$ cat config.mk
export PLATFORM = sky130hd
export DESIGN_NAME = multicycle_seq_ctrl_flat
export DESIGN_NICKNAME = d
export VERILOG_FILES = /design/src/rtl/multicycle_seq_ctrl_if.sv /design/src/rtl/multicycle_seq_ctrl.sv /design/src/flat_wrapper.sv
export SDC_FILE = /design/constraint.sdc
export NUM_CORES = 1
export LEC_CHECK = 0
export ABC_CLOCK_PERIOD_IN_PS = 6350
export CAP_MARGIN = 5
export CORE_ASPECT_RATIO = 1.75
export CORE_MARGIN = 5
export CORE_UTILIZATION = 28
export CTS_BUF_LIST = sky130_fd_sc_hd__clkbuf_16
export CTS_CLUSTER_DIAMETER = 50
export DETAILED_ROUTE_END_ITERATION = 10
export DONT_BUFFER_PORTS = 1
export SLEW_MARGIN = 0
export SYNTH_ARGS = -nofsm -noshare
export SYNTH_HDL_FRONTEND = slang
export SYNTH_SLANG_ARGS = --single-unit
$ cat constraint.sdc
create_clock -name clk_i -period 6.35 [get_ports clk_i]
set_input_delay 1.27 -clock clk_i [delete_from_list [all_inputs] [get_ports clk_i]]
set_output_delay 1.27 -clock clk_i [all_outputs]
set_load 0.005 [all_outputs]
$ cat src/rtl/multicycle_seq_ctrl_if.sv
// Shared instruction/data memory port of the multi-cycle RV32I core.
//   mem_req   : access request (controller -> memory)
//   mem_we    : store strobe, qualifies mem_req
//   addr_sel  : address mux select, 0 = PC, 1 = ALU result
//   mem_ready : completion of the current request (memory -> controller)
interface multicycle_seq_ctrl_if;
  logic mem_req;
  logic mem_we;
  logic addr_sel;
  logic mem_ready;

  modport master (
    output mem_req,
    output mem_we,
    output addr_sel,
    input  mem_ready
  );

  modport slave (
    input  mem_req,
    input  mem_we,
    input  addr_sel,
    output mem_ready
  );
endinterface

$ cat src/rtl/multicycle_seq_ctrl.sv
// Sequencing controller for the multi-cycle RV32I core. Steps each instruction through
// FETCH/DECODE/EXEC/MEM/WB over one shared memory port, drives the datapath strobes and
// selects, counts retired instructions and traps on illegal opcodes or memory timeouts.
// Ports:
//   clk_i, rst_i   : clock, synchronous active-high reset
//   mem            : memory handshake (master side)
//   opcode_i       : IR[6:0], stable from DECODE to the end of the instruction
//   br_taken_i     : branch-compare result, valid in EXEC
//   ir_we_o        : latch IR
//   pc_we_o        : update PC; pc_src_o 0=PC+4, 1=PC+imm, 2=(rs1+imm)&~1
//   rf_we_o        : register-file write; wb_sel_o 0=ALU, 1=mem data, 2=PC+4
//   alu_a_sel_o    : ALU operand A, 0=rs1, 1=PC
//   state_o        : FETCH=0 DECODE=1 EXEC=2 MEM=3 WB=4 TRAP=7
//   trap_o         : sticky trap flag; trap_cause_o 0=none, 1=illegal, 2=mem timeout
//   instret_o      : retired-instruction counter (wraps)
module multicycle_seq_ctrl #(
  parameter int unsigned MEM_TIMEOUT = 16,
  parameter int unsigned CNT_W       = 32
) (
  input  logic                  clk_i,
  input  logic                  rst_i,
  multicycle_seq_ctrl_if.master mem,
  input  logic [6:0]            opcode_i,
  input  logic                  br_taken_i,
  output logic                  ir_we_o,
  output logic                  pc_we_o,
  output logic [1:0]            pc_src_o,
  output logic                  rf_we_o,
  output logic [1:0]            wb_sel_o,
  output logic                  alu_a_sel_o,
  output logic [2:0]            state_o,
  output logic                  trap_o,
  output logic [1:0]            trap_cause_o,
  output logic [CNT_W-1:0]      instret_o
);

  typedef enum logic [2:0] {
    StFetch  = 3'd0,
    StDecode = 3'd1,
    StExec   = 3'd2,
    StMem    = 3'd3,
    StWb     = 3'd4,
    StTrap   = 3'd7
  } state_e;

  // Wait count at which a still-unready access has used up its budget.
  localparam logic [7:0] WaitLast = 8'(MEM_TIMEOUT - 1);

  state_e           state_q, state_d;
  logic [7:0]       wait_q, wait_d;
  logic             trap_q, trap_d;
  logic [1:0]       cause_q, cause_d;
  logic [CNT_W-1:0] instret_q, instret_d;
  logic             retire;

  // Opcode classes
  logic op_r, op_i, op_load, op_store, op_branch, op_jal, op_jalr, op_lui, op_auipc, op_legal;
  assign op_r      = (opcode_i == 7'b0110011);
  assign op_i      = (opcode_i == 7'b0010011);
  assign op_load   = (opcode_i == 7'b0000011);
  assign op_store  = (opcode_i == 7'b0100011);
  assign op_branch = (opcode_i == 7'b1100011);
  assign op_jal    = (opcode_i == 7'b1101111);
  assign op_jalr   = (opcode_i == 7'b1100111);
  assign op_lui    = (opcode_i == 7'b0110111);
  assign op_auipc  = (opcode_i == 7'b0010111);
  assign op_legal  = op_r | op_i | op_load | op_store | op_branch | op_jal | op_jalr |
                     op_lui | op_auipc;

  // Timeout fires on the MEM_TIMEOUT-th unready cycle; a ready in that cycle still wins.
  logic in_access, timeout;
  assign in_access = (state_q == StFetch) || (state_q == StMem);
  assign timeout   = in_access && !mem.mem_ready && (wait_q == WaitLast);
  assign wait_d    = (in_access && !mem.mem_ready && !timeout) ? wait_q + 8'd1 : 8'd0;

  // State register
  always_ff @(posedge clk_i) begin
    if (rst_i) begin
      state_q   <= StFetch;
      wait_q    <= 8'd0;
      trap_q    <= 1'b0;
      cause_q   <= 2'd0;
      instret_q <= '0;
    end else begin
      state_q   <= state_d;
      wait_q    <= wait_d;
      trap_q    <= trap_d;
      cause_q   <= cause_d;
      instret_q <= instret_d;
    end
  end

  // Next-state logic
  always_comb begin
    state_d = state_q;
    trap_d  = trap_q;
    cause_d = cause_q;
    case (state_q)
      StFetch: begin
        if (mem.mem_ready) begin
          state_d = StDecode;
        end else if (timeout) begin
          state_d = StTrap;
          trap_d  = 1'b1;
          cause_d = 2'd2;
        end
      end
      StDecode: begin
        if (op_legal) begin
          state_d = StExec;
        end else begin
          state_d = StTrap;
          trap_d  = 1'b1;
          cause_d = 2'd1;
        end
      end
      StExec: begin
        if (op_load || op_store) state_d = StMem;
        else if (op_branch)      state_d = StFetch;
        else                     state_d = StWb;
      end
      StMem: begin
        if (mem.mem_ready) begin
          state_d = op_load ? StWb : StFetch;
        end else if (timeout) begin
          state_d = StTrap;
          trap_d  = 1'b1;
          cause_d = 2'd2;
        end
      end
      StWb:    state_d = StFetch;
      StTrap:  state_d = StTrap;
      default: state_d = StFetch;
    endcase
  end

  // Output logic; everything is held low while reset is asserted.
  always_comb begin
    mem.mem_req  = 1'b0;
    mem.mem_we   = 1'b0;
    mem.addr_sel = 1'b0;
    ir_we_o      = 1'b0;
    pc_we_o      = 1'b0;
    pc_src_o     = 2'd0;
    rf_we_o      = 1'b0;
    wb_sel_o     = 2'd0;
    alu_a_sel_o  = 1'b0;
    retire       = 1'b0;
    if (!rst_i) begin
      case (state_q)
        StFetch: begin
          mem.mem_req = 1'b1;
          ir_we_o     = mem.mem_ready;
        end
        StExec: begin
          alu_a_sel_o = op_auipc;
          if (op_branch) begin
            pc_we_o  = 1'b1;
            pc_src_o = br_taken_i ? 2'd1 : 2'd0;
            retire   = 1'b1;
          end
        end
        StMem: begin
          mem.mem_req  = 1'b1;
          mem.addr_sel = 1'b1;
          mem.mem_we   = op_store;
          if (op_store && mem.mem_ready) begin
            pc_we_o = 1'b1;
            retire  = 1'b1;
          end
        end
        StWb: begin
          rf_we_o  = 1'b1;
          pc_we_o  = 1'b1;
          retire   = 1'b1;
          wb_sel_o = op_load ? 2'd1 : ((op_jal || op_jalr) ? 2'd2 : 2'd0);
          pc_src_o = op_jal ? 2'd1 : (op_jalr ? 2'd2 : 2'd0);
        end
        default: ;
      endcase
    end
  end

  assign instret_d    = instret_q + {{(CNT_W-1){1'b0}}, retire};
  assign state_o      = state_q;
  assign trap_o       = trap_q;
  assign trap_cause_o = cause_q;
  assign instret_o    = instret_q;

endmodule
$ cat src/flat_wrapper.sv
// flat-port wrapper written by rule: the top's interface ports become plain ports
module multicycle_seq_ctrl_flat 
#(
  parameter int unsigned MEM_TIMEOUT = 16,
  parameter int unsigned CNT_W       = 32
)
  (clk_i, rst_i, opcode_i, br_taken_i, ir_we_o, pc_we_o, pc_src_o, rf_we_o, wb_sel_o, alu_a_sel_o, state_o, trap_o, trap_cause_o, instret_o, mem_mem_req, mem_mem_we, mem_addr_sel, mem_mem_ready);
  multicycle_seq_ctrl_if mem_i ();
  input  logic clk_i;
  input  logic rst_i;
  input  logic [6:0] opcode_i;
  input  logic br_taken_i;
  output logic ir_we_o;
  output logic pc_we_o;
  output logic [1:0] pc_src_o;
  output logic rf_we_o;
  output logic [1:0] wb_sel_o;
  output logic alu_a_sel_o;
  output logic [2:0] state_o;
  output logic trap_o;
  output logic [1:0] trap_cause_o;
  output logic [CNT_W-1:0] instret_o;
  output wire logic [$bits(mem_i.mem_req)-1:0] mem_mem_req;
  output wire logic [$bits(mem_i.mem_we)-1:0] mem_mem_we;
  output wire logic [$bits(mem_i.addr_sel)-1:0] mem_addr_sel;
  input wire logic [$bits(mem_i.mem_ready)-1:0] mem_mem_ready;
  assign mem_mem_req = mem_i.mem_req;
  assign mem_mem_we = mem_i.mem_we;
  assign mem_addr_sel = mem_i.addr_sel;
  assign mem_i.mem_ready = mem_mem_ready;
  multicycle_seq_ctrl #(.MEM_TIMEOUT(MEM_TIMEOUT), .CNT_W(CNT_W)) u_core (.clk_i(clk_i), .rst_i(rst_i), .mem(mem_i), .opcode_i(opcode_i), .br_taken_i(br_taken_i), .ir_we_o(ir_we_o), .pc_we_o(pc_we_o), .pc_src_o(pc_src_o), .rf_we_o(rf_we_o), .wb_sel_o(wb_sel_o), .alu_a_sel_o(alu_a_sel_o), .state_o(state_o), .trap_o(trap_o), .trap_cause_o(trap_cause_o), .instret_o(instret_o));
endmodule
## Word-level counts from Yosys, hierarchy flattened

Cells that the tools add are included.

- Eq/ne operators: 18
- Reductions and logical operators: 14
- $add $sub $neg: 2
- Muxes and demuxes: 42
- Bitwise gates (word level): 9

Operator list:

| cell | count |
|---|---|
| 32-bit by 1-bit adder with 32-bit output | 1 |
| 2-bit 2-to-1 mux | 11 |
| 7-bit by 6-bit equality test with 1-bit output, second input constant | 3 |
| 7-bit equality test, second input constant | 3 |
| 3-bit 2-to-1 mux | 7 |
| 1-bit 2-to-1 mux | 19 |
| 3-bit one-hot mux with 5 select lines | 1 |
| 7-bit by 5-bit equality test with 1-bit output, second input constant | 2 |
| 8-bit by 1-bit adder with 8-bit output, second input constant | 1 |
| 8-bit by 4-bit equality test with 1-bit output, second input constant | 1 |
| 1-bit OR | 8 |
| 2-bit one-hot mux with 2 select lines | 2 |
| 7-bit by 2-bit equality test with 1-bit output, second input constant | 1 |
| 3-bit by 2-bit equality test with 1-bit output, second input constant | 2 |
| 3-bit equality test, second input constant | 2 |
| 1-bit logical AND | 4 |
| 2-bit inequality test, second input constant | 2 |
| 4-bit AND reduction | 1 |
| 2-bit OR reduction | 2 |
| 3-bit by 1-bit equality test with 1-bit output, second input constant | 1 |
| 3-bit zero test | 1 |
| 1-bit logical OR | 3 |
| 1-bit one-hot mux with 3 select lines | 1 |
| 1-bit zero test | 2 |
| 4 further kinds | 4 |

- Output and inout bits: 49
- Bits of input ports: 11
- Register bits after elaboration: 46
- Logic and storage cells: 90

## Longest topological paths before layout

- Depth after elaboration: 11
- Depth in mapped cells: 12
- Depth with buffers taken out: 10

## Worst setup path after synthesis

Ideal clock, no wire load.

- Path type: input to register
- Start point: input port opcode_i[2]
- End point: register u_core.instret_q[30] (netlist: u_core.instret_o[30])
- Arrival: 3802 ps
- Stages: 11
- Buffers on the path: 1
- Setup time: 123 ps
- Slack: 2425 ps
- Data required time: 6227 ps
- Cells stage by stage: nand4bb_1 nor3_1 nand3_1 a21oi_1 ha_1 ha_1 nand4_1 or2_2 clkbuf_1 nor4_2 mux2_1

- Longest elaborated chain between the ends: 6
- Elaborated cells on any way between the ends: 8
- Classes of those cells: add/sub: 1; eq/ne: 2; mux: 4; reduce/logical: 1

Ends and longest elaborated chain:

| element | line | source |
|---|---|---|
| from (decl) | flat_wrapper.sv:11 | `input logic [6:0] opcode_i;` |
| 7-bit by 6-bit equality test with 1-bit output | multicycle_seq_ctrl.sv:61 | `assign op_store = (opcode_i == 7'b0100011);` |
| 1-bit logical AND | multicycle_seq_ctrl.sv:167 | `if (op_store && mem.mem_ready) begin` |
| 1-bit 2-to-1 mux | -- |  |
| 1-bit one-hot mux with 3 select lines * | -- |  |
| 1-bit 2-to-1 mux * | -- |  |
| via pc_we_o | flat_wrapper.sv:14 | `output logic pc_we_o;` |
| 32-bit by 1-bit adder with 32-bit output * | multicycle_seq_ctrl.sv:184 | `assign instret_d = instret_q + {{(CNT_W-1){1'b0}}, retire};` |
| to (signal assigned) | multicycle_seq_ctrl.sv:89 | `instret_q <= instret_d;` |
| to (decl) | multicycle_seq_ctrl.sv:53 | `logic [CNT_W-1:0] instret_q, instret_d;` |

Mark *: on every way through the listed nets, which the timed path passes. The rest lies on a longest branch.
A chain may end at the register's enable or synchronous reset.

## Worst setup path after layout

Ends and elaborated chain as after synthesis.

==> reports/results.tsv <==
stage	metric	value	unit
clocking	worst skew pair latency	0.29	ns
route	ANT nets after route	0	
finish	Core Util, Final	31.4	%
logic_synthesis	Async SR Flop Fraction	0	%
route	DRC Markers	0	
logic_synthesis	top cells by area, synth	dfxtp_1 40%, nor2_1 5.5%, xnor2_1 4.5%	
min_path	Worst Hold Class	reg2reg	
timing	final number of setup-violating endpoints	0	
timing	Fin Setup TNS	0	ns
placement	placed cells	356	
flow_run	Max Cap Violations	0	
timing	RSZ-0062 raised after global routing	no	
worst_setup_path	most frequent CP cell	ha_1	
logic_synthesis	Synth Warn #	0	
floorplan	die boundary width	78.9	um
worst_setup_path	WP data required	6.52	ns
worst_setup_path	Startpoint Class	primary input	
logic_synthesis	Avg Inst Size Synth	8.45	sq um
placement	PortBufs	0	
power	Power Total	0.755	mW
floorplan	Std-Cell Rows	44	
timing	Worst Skew	0.00661	ns
logic_synthesis	number of synthesized flops with an enable pin	0	
route	vias post-DR	1977	
finish	P&R area growth vs syn	10.9	%
power	leakage power	0.824	nW
floorplan	Die H	131	um
global_routing	initial antenna violation count	0	
timing	Final Worst Setup Slack	2.35	ns
finish	share of cells above drive strength 1	4.41	%
logic_synthesis	Synth Net Count	289	
placement	DP HPWL	4.51	mm
clocking	CTS tree	done	
clocking	CTS clk-pin slew, worst paths	0.06	ns
timing	Final Slew Violations	0	
timing	fin crit period	4.00	ns
logic_synthesis	main combinational cell family by area after synthesis	simple AND/OR/NAND/NOR gates	
logic_synthesis	xor-xnor portion of the synthesized cell area	7.91	%
global_routing	pin count of the biggest net entering global routing	50	
logic_synthesis	post-synthesis mux area share	2.42	%
logic_synthesis	Synth top cells by count	46 x dfxtp_1, 34 x nor2_1, 19 x a21oi_1, 19 x nand3_1, 14 x nand2_1	
power	Power Density	293	mW/mm^2
placement	RePlAce Congestion	0.773	
placement	Place WS	2.01	ns
logic_synthesis	Seq cells post-synth	46	
route	WL final	5.91	mm
logic_synthesis	Yosys top cell area share	39.6	%
route	drt via density	5.43	
logic_synthesis	post-synth top area cell	dfxtp_1	
clocking	Clock Path Buffers	2	
clocking	Post-CTS Hold Fix Bufs	0	
finish	ant diodes	0	
logic_synthesis	Post-Syn Area	0.00232	sq mm
logic_synthesis	post-synthesis adder-cell area fraction	1.61	%
route	routed len/inst	16.2	um
floorplan	die area	0.0103	sq mm
timing	Fmax	0.250	GHz
worst_setup_path	crit path DAT	4.17	ns
route	DRT iter0 DRCs	165	
finish	Layout Cells excl Fill	364	
worst_setup_path	crit-path cells	nand4bb_1 > nor3_1 > nand3_1 > a21oi_1 > ha_1 > ha_1 > nand4_1 > or2_2 > nor4_2 > mux2_1	
route	1st-pass router iterations	4	
timing	Worst-Margin Slew	0.529	ns
global_routing	first-pass GRT wire length	9.60	mm
worst_setup_path	slowest CP cell	or2_2	
worst_setup_path	WS Path Type	in2reg	
logic_synthesis	simple-gate share of the synthesized area	34.8	%
global_routing	overall routing resource usage	11.9	%
floorplan	# IOs	60	
global_routing	vias in the first global route	1848	
timing	relative max-transition margin	64.4	%
clocking	CTS H-tree lvls	2	
global_routing	Overflow after GRT	0	
logic_synthesis	Synth Area in Compound Gates	10.0	%
finish	Filler Cells Inserted	829	
power	Peak VDD IR	167	uV
logic_synthesis	Netlist cell types	40	
timing	period utilization	63.0	%
clocking	cts repair resizes	0	
logic_synthesis	sequential share of the synthesized area	39.6	%
clocking	Num CTS Buffers	5	
clocking	clock sinks	46	
logic_synthesis	top-count cell post-synth	dfxtp_1	
outcome	status	complete, no violations	
clocking	CTS Root Cell	clkbuf_16	
worst_setup_path	largest fanout on the critical path	8	
floorplan	area of the core	0.00820	sq mm
logic_synthesis	top_reg_cell synth	dfxtp_1	
finish	NumNets Final	285	
worst_setup_path	CP endpoint kind	flop	
floorplan	initial core utilization	28.3	%
worst_setup_path	slowest cell delay on critical path	0.43	ns
clocking	setup bufs post-CTS	0	
logic_synthesis	Gate Count Post-Synth	275	
timing	final-report hold violation count	0	
==> report_power, final <==
part | leakage (nW) | switching, mW | internal [mW]
logic | 0.361 | 0.0510 | 0.0337
clock network | 0.0915 | 0.108 | 0.224
registers | 0.371 | 0.0322 | 0.306
total | 0.824 | 0.191 | 0.564
==> sequential cells by signal, indices dropped and copies added, names as in the netlist <==
name	count
u_core.instret_o	32
u_core.state_o	3
u_core.trap_cause_o	2
u_core.trap_o	1
u_core.wait_q	8
==> per-stage QoR <==
stage | instance area, sq um | hold slack (ns)
floorplan | 2320 | 0.413
global placement | 2390 | 0.428
detailed placement | 2390 | 0.441
CTS | 2580 | 0.452
global route | 2580 | 0.466
finish | 2580 | 0.444
==> per-layer routing <==
layer	global-route usage, %	vias up	part of all wire [%]
met3	5.97	12	9.2
met2	20.6	47	52
met1	11.8	921	36
li1	-	997	-
met5	0	-	0
met4	5.67	0	2.8
==> cells by family after synthesis <==
| family | Yosys count |
|---|---|
| buffers and inverters | 20 |
| multiplexers | 5 |
| AO/OA/AOI/OAI | 38 |
| AND/OR/NAND/NOR | 142 |
| XOR/XNOR | 21 |
| flip-flops | 46 |
| adder cells (fa/ha/maj) | 3 |
==> final timing paths <==
path | from | to | slack (ns) | depth (start not counted)
setup / recovery | opcode_i[2] | u_core.instret_o[30] | 2.35 | 10
hold / removal | u_core.wait_q[0] | u_core.wait_q[0] | 0.44 | 1
hold reg to reg | u_core.wait_q[0] | u_core.wait_q[0] | 0.44 | 1
setup reg to reg | u_core.state_o[0] | u_core.instret_o[30] | 3.05 | 10
==> final cells by class <==
| type | count | area [sq um] | share of cell area (%) |
|---|---|---|---|
| Inverter | 9 | 33.8 | 1.31 |
| Clock inverter | 3 | 63.8 | 2.47 |
| Sequential cell | 46 | 921 | 35.7 |
| Clock buffer | 5 | 125 | 4.85 |
| Multi-Input combinational cell | 209 | 1320 | 51.2 |
| Tap cell | 92 | 115 | 4.46 |
==> layout by cell type (no fill, tap or decap), types with 4 or more instances in the layout <==
master      n
or4_1       9
nand2b_1    4
mux2_1      5
nor3_1      5
dfxtp_1    46
nand2_1    14
nand4_1     9
nand3_1    19
nor4_1     10
clkbuf_16   5
a21oi_1    19
o31ai_1     8
or3_1       6
and3_1      8
nor2b_1     9
inv_1       9
nor2_1     34
xor2_1      9
xnor2_1    12
==> worst max-delay path, delay by kind of cell <==
family / cells / cell delay (ns)
compound gates: 1 / 0.33
fa+ha+maj: 2 / 0.51
simple gates: 6 / 1.71
mux: 1 / 0.34
(Power assumes the default switching activity.)
